### config.mk
export PLATFORM = sky130hd
export DESIGN_NAME = pwm_ramp_ctrl_flat
export DESIGN_NICKNAME = d
export VERILOG_FILES = /design/src/rtl/pwm_ramp_ctrl_if.sv /design/src/rtl/pwm_ramp_ctrl.sv /design/src/flat_wrapper.sv
export SDC_FILE = /design/constraint.sdc
export NUM_CORES = 1
export LEC_CHECK = 0
export CORE_MARGIN = 4
export CORE_UTILIZATION = 35
export DETAILED_ROUTE_END_ITERATION = 6
export HOLD_SLACK_MARGIN = 0.15
export SLEW_MARGIN = 30
export SYNTH_ARGS = -nofsm -noshare
export SYNTH_HDL_FRONTEND = slang
export SYNTH_SLANG_ARGS = --single-unit
### constraint.sdc
create_clock -name clk -period 4.4 [get_ports clk]
set_clock_uncertainty 0.2 [all_clocks]
set_input_delay 0.44 -clock clk [delete_from_list [all_inputs] [get_ports clk]]
set_output_delay 0.44 -clock clk [all_outputs]
set_load 0.02 [all_outputs]
### src/rtl/pwm_ramp_ctrl_if.sv
// Duty-target handshake between a target source and pwm_ramp_ctrl.
// The source drives tgt/tgt_valid; the controller answers with tgt_ready.
interface pwm_ramp_ctrl_if #(
    parameter int W = 8
);
    logic [W-1:0] tgt;
    logic         tgt_valid;
    logic         tgt_ready;

    modport master (
        output tgt,
        output tgt_valid,
        input  tgt_ready
    );

    modport slave (
        input  tgt,
        input  tgt_valid,
        output tgt_ready
    );
endinterface

### src/rtl/pwm_ramp_ctrl.sv
// Soft-start/soft-stop duty scheduler: ramps the Pwm duty word toward a target by STEP
// every PERIODS_PER_STEP period carry-outs, with a latching fault that forces duty to 0.

module pwm_ramp_ctrl_chk #(
    parameter int W     = 8,
    parameter int DIV_W = 1,
    parameter int PPS   = 1
) (
    input logic             clk,
    input logic             rst,
    input logic             co,
    input logic             fault,
    input logic [1:0]       state,
    input logic [W-1:0]     duty,
    input logic [DIV_W-1:0] div_cnt,
    input logic             busy
);
    logic [W-1:0] prev_duty_r;
    logic         prev_ok_r;
    logic         armed_r;

    // Remember what the previous edge was allowed to do to duty.
    always_ff @(posedge clk) begin
        prev_duty_r <= duty;
        prev_ok_r   <= rst | fault | ((state == 2'd1) & co);
        armed_r     <= 1'b1;
    end

    // Invariants of the registered state.
    always_ff @(posedge clk) begin
        if (!rst) begin
            a_fault_zero: assert (state != 2'd3 || duty == {W{1'b0}});
            a_div_idle:   assert (state == 2'd1 || div_cnt == {DIV_W{1'b0}});
            a_div_range:  assert (int'(div_cnt) < PPS);
            a_busy:       assert (busy == (state == 2'd1));
            if (armed_r && (duty != prev_duty_r)) begin
                a_duty_src: assert (prev_ok_r);
            end
        end
    end
endmodule

module pwm_ramp_ctrl #(
    parameter int W                = 8,
    parameter int STEP             = 1,
    parameter int PERIODS_PER_STEP = 1
) (
    input  logic                  clk,
    input  logic                  rst,
    input  logic                  en,
    pwm_ramp_ctrl_if.slave        tgt_if,
    input  logic                  co,
    input  logic                  fault,
    input  logic                  fault_clr,
    output logic [W-1:0]          duty,
    output logic [1:0]            state,
    output logic                  busy,
    output logic                  at_target
);
    localparam int               DIV_W    = (PERIODS_PER_STEP > 1) ? $clog2(PERIODS_PER_STEP) : 1;
    localparam logic [DIV_W-1:0] DIV_LAST = DIV_W'(PERIODS_PER_STEP - 1);
    localparam logic [W:0]       STEP_X   = (W+1)'(STEP);

    typedef enum logic [1:0] {
        S_IDLE  = 2'd0,
        S_RAMP  = 2'd1,
        S_HOLD  = 2'd2,
        S_FAULT = 2'd3
    } state_e;

    state_e           state_r, state_s;
    logic [W-1:0]     duty_r, duty_s;
    logic [W-1:0]     tgt_r, tgt_s;
    logic [DIV_W-1:0] div_r, div_s;
    logic             rdy_r;
    logic [W-1:0]     eff_tgt_s;
    logic [W-1:0]     step_s;
    logic             tgt_ready_s;
    logic             accept_s;

    // One step toward tgt_v in W+1 bits, so full scale is reachable and nothing wraps.
    function automatic logic [W-1:0] step_toward(input logic [W-1:0] cur,
                                                 input logic [W-1:0] tgt_v);
        logic [W:0] sum_v;
        logic [W:0] diff_v;
        sum_v  = {1'b0, cur} + STEP_X;
        diff_v = {1'b0, cur} - {1'b0, tgt_v};
        if (tgt_v > cur) begin
            if (sum_v >= {1'b0, tgt_v}) begin
                return tgt_v;
            end else begin
                return sum_v[W-1:0];
            end
        end else if (cur > tgt_v) begin
            if (diff_v <= STEP_X) begin
                return tgt_v;
            end else begin
                return cur - STEP_X[W-1:0];
            end
        end else begin
            return cur;
        end
    endfunction

    // Effective target and handshake readiness; rdy_r holds ready low for the cycle rst drops.
    always_comb begin
        eff_tgt_s   = en ? tgt_r : {W{1'b0}};
        tgt_ready_s = rdy_r && (state_r != S_FAULT) && !fault;
        accept_s    = tgt_if.tgt_valid && tgt_ready_s;
        step_s      = step_toward(duty_r, eff_tgt_s);
    end

    assign tgt_if.tgt_ready = tgt_ready_s;

    // Next-state, next-duty, divider and target capture; fault overrides everything.
    always_comb begin
        state_s = state_r;
        duty_s  = duty_r;
        div_s   = div_r;
        if (accept_s) begin
            tgt_s = tgt_if.tgt;
        end else begin
            tgt_s = tgt_r;
        end
        if (fault) begin
            state_s = S_FAULT;
            duty_s  = {W{1'b0}};
            div_s   = {DIV_W{1'b0}};
        end else begin
            case (state_r)
                S_IDLE: begin
                    div_s = {DIV_W{1'b0}};
                    if (eff_tgt_s != {W{1'b0}}) begin
                        state_s = S_RAMP;
                    end else begin
                        state_s = S_IDLE;
                    end
                end
                S_RAMP: begin
                    if (duty_r == eff_tgt_s) begin
                        // Retargeted onto the current duty: settle without stepping.
                        div_s   = {DIV_W{1'b0}};
                        state_s = (eff_tgt_s == {W{1'b0}}) ? S_IDLE : S_HOLD;
                    end else if (co) begin
                        if (div_r == DIV_LAST) begin
                            div_s  = {DIV_W{1'b0}};
                            duty_s = step_s;
                            if (step_s == eff_tgt_s) begin
                                state_s = (eff_tgt_s == {W{1'b0}}) ? S_IDLE : S_HOLD;
                            end else begin
                                state_s = S_RAMP;
                            end
                        end else begin
                            div_s = div_r + DIV_W'(1);
                        end
                    end else begin
                        div_s = div_r;
                    end
                end
                S_HOLD: begin
                    div_s = {DIV_W{1'b0}};
                    if (eff_tgt_s != duty_r) begin
                        state_s = S_RAMP;
                    end else begin
                        state_s = S_HOLD;
                    end
                end
                S_FAULT: begin
                    div_s  = {DIV_W{1'b0}};
                    duty_s = {W{1'b0}};
                    if (fault_clr) begin
                        state_s = S_IDLE;
                        tgt_s   = {W{1'b0}};
                    end else begin
                        state_s = S_FAULT;
                    end
                end
                default: begin
                    state_s = S_IDLE;
                    duty_s  = {W{1'b0}};
                    div_s   = {DIV_W{1'b0}};
                end
            endcase
        end
    end

    // State, duty, target and divider registers with synchronous reset.
    always_ff @(posedge clk) begin
        if (rst) begin
            state_r <= S_IDLE;
            duty_r  <= {W{1'b0}};
            tgt_r   <= {W{1'b0}};
            div_r   <= {DIV_W{1'b0}};
            rdy_r   <= 1'b0;
        end else begin
            state_r <= state_s;
            duty_r  <= duty_s;
            tgt_r   <= tgt_s;
            div_r   <= div_s;
            rdy_r   <= 1'b1;
        end
    end

    assign duty      = duty_r;
    assign state     = state_r;
    assign busy      = (state_r == S_RAMP);
    assign at_target = (duty_r == eff_tgt_s) && (state_r != S_FAULT);

    pwm_ramp_ctrl_chk #(
        .W     (W),
        .DIV_W (DIV_W),
        .PPS   (PERIODS_PER_STEP)
    ) u_chk (
        .clk     (clk),
        .rst     (rst),
        .co      (co),
        .fault   (fault),
        .state   (state_r),
        .duty    (duty_r),
        .div_cnt (div_r),
        .busy    (busy)
    );
endmodule

### src/flat_wrapper.sv
// flat-port wrapper written by rule: the top's interface ports become plain ports
module pwm_ramp_ctrl_flat 
#(
    parameter int W                = 8,
    parameter int STEP             = 1,
    parameter int PERIODS_PER_STEP = 1
)
  (clk, rst, en, co, fault, fault_clr, duty, state, busy, at_target, tgt_if_tgt, tgt_if_tgt_valid, tgt_if_tgt_ready);
  pwm_ramp_ctrl_if #(.W(W)) tgt_if_i ();
  input  logic clk;
  input  logic rst;
  input  logic en;
  input  logic co;
  input  logic fault;
  input  logic fault_clr;
  output logic [W-1:0] duty;
  output logic [1:0] state;
  output logic busy;
  output logic at_target;
  input wire logic [$bits(tgt_if_i.tgt)-1:0] tgt_if_tgt;
  input wire logic [$bits(tgt_if_i.tgt_valid)-1:0] tgt_if_tgt_valid;
  output wire logic [$bits(tgt_if_i.tgt_ready)-1:0] tgt_if_tgt_ready;
  assign tgt_if_i.tgt = tgt_if_tgt;
  assign tgt_if_i.tgt_valid = tgt_if_tgt_valid;
  assign tgt_if_tgt_ready = tgt_if_i.tgt_ready;
  pwm_ramp_ctrl #(.W(W), .STEP(STEP), .PERIODS_PER_STEP(PERIODS_PER_STEP)) u_core (.clk(clk), .rst(rst), .en(en), .tgt_if(tgt_if_i), .co(co), .fault(fault), .fault_clr(fault_clr), .duty(duty), .state(state), .busy(busy), .at_target(at_target));
endmodule
==> reports/results.ini, run 1 <==
[cells_and_area]
antenna_cells = 0
num-fill-cells = 705
area_growth_pct = 27.07
multi_input_area_mm2 = 0.001961
utilization_pct = 45.99
regArea_um2 = 380.4
final_cell_count_no_fill = 499
drive_gt1_share_pct = 12.41
nNetsFinal = 438
stdcell_area_mm2 = 0.003142

[setup_path]
reg2reg_from = u_core.duty[1]
critPathMaxStageDelay_ns = 0.50
reg2reg_depth = 16
start_kind = flip-flop
rr_endpoint = u_core.state[0]
cp_max_fo = 7
crit_chain = ha_1 > nand2_1 > nor2_1 > xnor2_1 > inv_1 > ha_1 > a21o_1 > a221o_1 > a21o_1 > nor3_1 > o31ai_1 > buf_4 > a32o_1 > nor3_1 > nand4_1 > o2bb2ai_1
path_class = reg -> reg
cp.required_ns = 4.35
reg2reg_slack_ns = 0.39
crit_slowest_cell = dfxtp_1
endpoint_kind = flip-flop
worstPathArrival_ns = 3.96

[cts]
post_cts_resized = 0
cts_setup_buffers = 0
clkLatencyLatePin_ns = 0.25
root_buffer = clkbuf_8
cts_sinks = 19
clk_pin_slew_worst_paths_ns = 0.08
cts_tree = yes
hold_buffers = 0
clock_path_buffers = 2
cts_made_buffers = 3
cts-htree-levels = 1

[floorplan]
core_area_mm2 = 0.006832
die_x_um = 92.05
io_pins = 28
die_area_mm2 = 0.008472
start_util_pct = 36.19
rows = 30
die_y_um = 92.05

[logic_synthesis]
netlist.area_leader.share_pct = 15.38
synth_cell_type_count = 65
yosys-top-cells-area = dfxtp_1, ha_1, a21oi_1
synth-seq-cells = 19
syn_area_mm2 = 0.002472
yosysTopAreaCell = dfxtp_1
yosys_warnings = 0
syn_area_per_cell_um2 = 7.064
synth_nets = 384
ys_top_cells_by_count = nand2_1, a21oi_1, nor2_1
async_flop_share_pct = 0
synth.most_common_cell = nand2_1
synth-seq-area-share_pct = 15.38
synth-edff-count = 0
synth_ff_type = dfxtp_1
synthesis.instances = 350

[placement]
dp_hpwl_um = 7171
post-place-cells = 495
placed_area_mm2 = 0.003093
place_congestion = 0.9939
place_ws_ns = -0.03163
port_buffers = 27

[route]
wl_met2_um = 4367
ant_nets = 0
first_pass_iters = 5
vias_per_cell = 6.118
vias = 3053
top_layer = met4
wl_per_cell_um = 18.12
drt-met1-wl_um = 3628
wirelength_um = 9043
wl_met3_um = 742
drc = 0
drt_iter0_drc = 374

[global_route]
grt_max_degree = 21
antenna_found_initial = 0
grt_pass1_vias = 2770
grt_pass1_wl_um = 14520
track_usage_pct = 21.17
grt-ovfl-total = 0

[hold_path]
hp-start = u_core.tgt_r[4]
min_path_type = reg -> reg
min_path_cells = 2
worst_hold_path.endpoint = u_core.tgt_r[4]

[sta]
tns_ns = 0
hold_viol_final = 0
fmax_mhz = 249.4
relSlewSlack_pct = 59.77
finalCriticalPeriod_ns = 4.010
setup_slack_ns = 0.3901
rsz0062_at_grt = false
slew_viol_final = 0
setup_viol = 0
holdWs_ns = 0.3042
fin_crit_sh_pct = 91.13
tightest_slew_ns = 0.5989

[power]
total_power_mw = 0.6650
irDropWorstVdd_v = 0.0001533
powerDensity_mw_per_mm2 = 211.7
p_leak_nw = 1.413

[job]
maxCapViolations = 0

[status]
outcome = completed

[registers in the layout, summed over array words and instances, names as in the netlist]
register	count
u_core.rdy_r	1
u_core.tgt_r	8
u_core.duty	8
u_core.state	2
[power by group]
group / switching, mW / total [mW] / leakage, nW / internal [mW]
combinational: 0.199 / 0.354 / 1.23 / 0.156
clock: 0.0600 / 0.123 / 0.0255 / 0.0629
sequential: 0.00961 / 0.188 / 0.155 / 0.178
[per-layer routing]
layer	vias up	global-route usage, %
met3	34	2.051
met4	0	5.941
li1	1417	-
met2	178	36.07
met5	-	0
met1	1424	28.27
[cell type report]
cell class	instances	area share [%]
clock buffers	3	1.314
repair buffers	64	17.92
inverters	19	2.270
well taps	96	3.823
clock inverters	1	0.1593
multi-input cells	297	62.41
flip-flops and latches	19	12.11
[kinds of logic after synthesis]
logic type | share of synthesized area [%]
AO/OA/AOI/OAI | 31.43
multiplexers | 5.921
flip-flops | 15.38
buffers and inverters | 5.515
adder cells (fa/ha/maj) | 9.919
AND/OR/NAND/NOR | 26.87
XOR/XNOR | 4.960
[critical path, delay by kind of cell, from the launching register on]
| kind | cells | cell delay [ns] |
|---|---|---|
| AOI/OAI and AO/OA | 6 | 1.25 |
| buffers and inverters | 2 | 0.23 |
| xor gates and xnor gates | 1 | 0.23 |
| adders and majority gates | 2 | 0.70 |
| DFF | 1 | 0.50 |
| and+or+nand+nor | 5 | 0.80 |
[how the worst max path moves through the flow]
stage | cells after the start | start | slack, ns | endpoint
floorplan | 15 | u_core.duty[2] | 0.61 | u_core.state[1]
global placement | 15 | en | 0.04 | u_core.state[0]
detailed placement | 15 | en | -0.03 | u_core.state[0]
CTS | 15 | en | 0.25 | u_core.state[0]
global route | 16 | u_core.duty[0] | 0.20 | u_core.state[1]
finish | 16 | u_core.duty[1] | 0.39 | u_core.state[0]
[placed cells by master (no fill, tap or decap), types with 4 or more instances in the layout]
cell	count
o211ai_1	4
a211oi_1	11
and3_1	8
o21ai_0	14
xnor2_1	12
ha_1	18
a21o_1	8
dfxtp_1	19
nand2_1	39
inv_1	18
a21oi_1	35
nand3_1	19
clkdlybuf4s50_1	26
nor3_1	12
or3_1	4
nor2_1	31
buf_4	36
a31oi_1	5
mux2i_1	12
Note: power is estimated with default switching activity, not from simulation.
==> run 2: changes to the inputs <==
Settings changed: CAP_MARGIN set to 20, PLACE_DENSITY set to 0.56.
Clock period 4.4 ns to 4.1 ns, I/O delays scaled along.
==> reports/results.ini, run 2 (synthesis results as in run 1) <==
[route]
vias = 3134  ; +2.7%
wl_per_cell_um = 18.40  ; +1.5%
drc = 0  ; unchanged
wirelength_um = 9825  ; +8.6%
vias_per_cell = 5.869  ; -4.1%
ant_nets = 0  ; unchanged
first_pass_iters = 5  ; unchanged
drt_iter0_drc = 256  ; -32%

[cts]
cts_tree = yes
clkLatencyLatePin_ns = 0.26  ; about the same
root_buffer = clkbuf_8
cts_setup_buffers = 0  ; unchanged
clock_path_buffers = 2  ; unchanged
cts_made_buffers = 3  ; unchanged
cts-htree-levels = 1  ; unchanged
clk_pin_slew_worst_paths_ns = 0.08  ; about the same
cts_sinks = 19  ; unchanged

[floorplan]
rows = 30  ; unchanged
io_pins = 28  ; unchanged
die_x_um = 92.05  ; unchanged
die_y_um = 92.05  ; unchanged
die_area_mm2 = 0.008472  ; unchanged
core_area_mm2 = 0.006832  ; unchanged
start_util_pct = 36.19  ; unchanged

[sta]
rsz0062_at_grt = false
fmax_mhz = 264.1
slew_viol_final = 0  ; unchanged
hold_viol_final = 0  ; unchanged
setup_viol = 0  ; unchanged
finalCriticalPeriod_ns = 3.786
relSlewSlack_pct = 71.62  ; +12 points
holdWs_ns = 0.3059  ; +0.001784 ns
fin_crit_sh_pct = 92.34
setup_slack_ns = 0.3139  ; -0.07619 ns
tightest_slew_ns = 0.4246  ; -0.1743 ns

[global_route]
grt_max_degree = 21  ; unchanged
grt_pass1_vias = 2918  ; +5.3%
antenna_found_initial = 0  ; unchanged
track_usage_pct = 23.43  ; +2.3 points
grt-ovfl-total = 0  ; unchanged
grt_pass1_wl_um = 15640  ; +7.7%

[setup_path]
crit_chain = clkdlybuf4s50_1 > buf_4 > nand2_1 > ha_1 > a211oi_1 > a21boi_1 > or3_1 > a31oi_1 > nor3_1 > a211o_1 > a2111oi_2 > nand4_1 > o2bb2ai_1
rr_endpoint = u_core.duty[7]
cp.required_ns = 4.06  ; -0.29 ns
path_class = in -> reg
start_kind = input pin
endpoint_kind = flip-flop
reg2reg_slack_ns = 0.36  ; -0.03 ns
cp_max_fo = 7  ; unchanged
critPathMaxStageDelay_ns = 0.49  ; about the same
reg2reg_depth = 17  ; +1
worstPathArrival_ns = 3.74  ; -0.22 ns
reg2reg_from = u_core.duty[0]
worstSetupStartpoint = en
crit_slowest_cell = or3_1

[cells_and_area]
final_cell_count_no_fill = 534  ; +7.0%
num-fill-cells = 721  ; +2.3%
multi_input_area_mm2 = 0.001972  ; +0.57%
nNetsFinal = 473  ; +8.0%
final_cell_mix = buf_4, nand2_1, a21oi_1, nor2_1, clkdlybuf4s50_1
regArea_um2 = 380.4  ; unchanged
layout_commonest_cell = buf_4
utilization_pct = 50.18  ; +4.2 points
area_growth_pct = 38.66
drive_gt1_share_pct = 20.09  ; +7.7 points
antenna_cells = 0  ; unchanged

[hold_path]
min_path_cells = 2  ; unchanged
min_path_type = reg -> reg
worst_hold_path.endpoint = u_core.tgt_r[3]
hp-start = u_core.tgt_r[3]

[placement]
post-place-cells = 530  ; +7.1%
place_congestion = 0.9762  ; -1.8%
dp_hpwl_um = 7884  ; +9.9%
place_ws_ns = -0.09556  ; -0.06394 ns
port_buffers = 27  ; unchanged

[job]
maxCapViolations = 0  ; unchanged

[power]
powerDensity_mw_per_mm2 = 225.5  ; +6.5%
total_power_mw = 0.7731  ; +16%
irDropWorstVdd_v = 0.0002032  ; +33%
p_leak_nw = 1.573  ; +11%

[status]
outcome = completed

run 2: where the power goes:
group | total [mW] | internal, mW | switching (mW)
logic | 0.432 | 0.205 | 0.227
registers | 0.201 | 0.191 | 0.00980
clock network | 0.140 | 0.0687 | 0.0713
run 2: repair_timing:
action                                  CTS  global route
endpoints found under the setup margin    0             4
resized for setup                         0             3
hold buffers                              0             0
run 2: how the worst max path moves through the flow:
stage | to | cells past startpoint
floorplan | u_core.state[1] | 15
global placement | u_core.state[0] | 16
detailed placement | u_core.state[0] | 16
CTS | u_core.state[0] | 16
global route | u_core.state[0] | 17
finish | u_core.state[0] | 13
run 2: layout make-up:
cell class                      instances  share of cell area, %
Clock inverter                          1                 0.2190
Sequential cell                        19                  11.09
Tap cell                               96                  3.504
Inverter                               19                  2.080
Clock buffer                            3                  1.204
Timing Repair Buffer                   99                  24.38
Multi-Input combinational cell        297                  57.52
run 2: routing by layer:
metal | GRT usage [%] | routed length (um) | up-vias
met2 | 35.83 | 4286 | 128
met5 | 0 | 0 | -
met1 | 33.09 | 4525 | 1492
li1 | - | - | 1486
met3 | 3.527 | 729 | 28
met4 | 8.540 | 284 | 0
run 2: worst max-delay path: cells and delay by family:
family / cells / cell delay (ns)
AO/OA/AOI/OAI: 6 / 1.50
buffers and inverters: 2 / 0.62
AND/OR/NAND/NOR: 4 / 0.88
adder cells (fa/ha/maj): 1 / 0.34
run 2: stage by stage:
step | area, um^2 | setup TNS [ns]
after global placement | 3368 | -0.3477
after detailed placement | 3368 | -0.2397
after floorplan | 2472 | 0
final | 3428 | 0
after CTS | 3417 | 0
after global routing | 3428 | 0
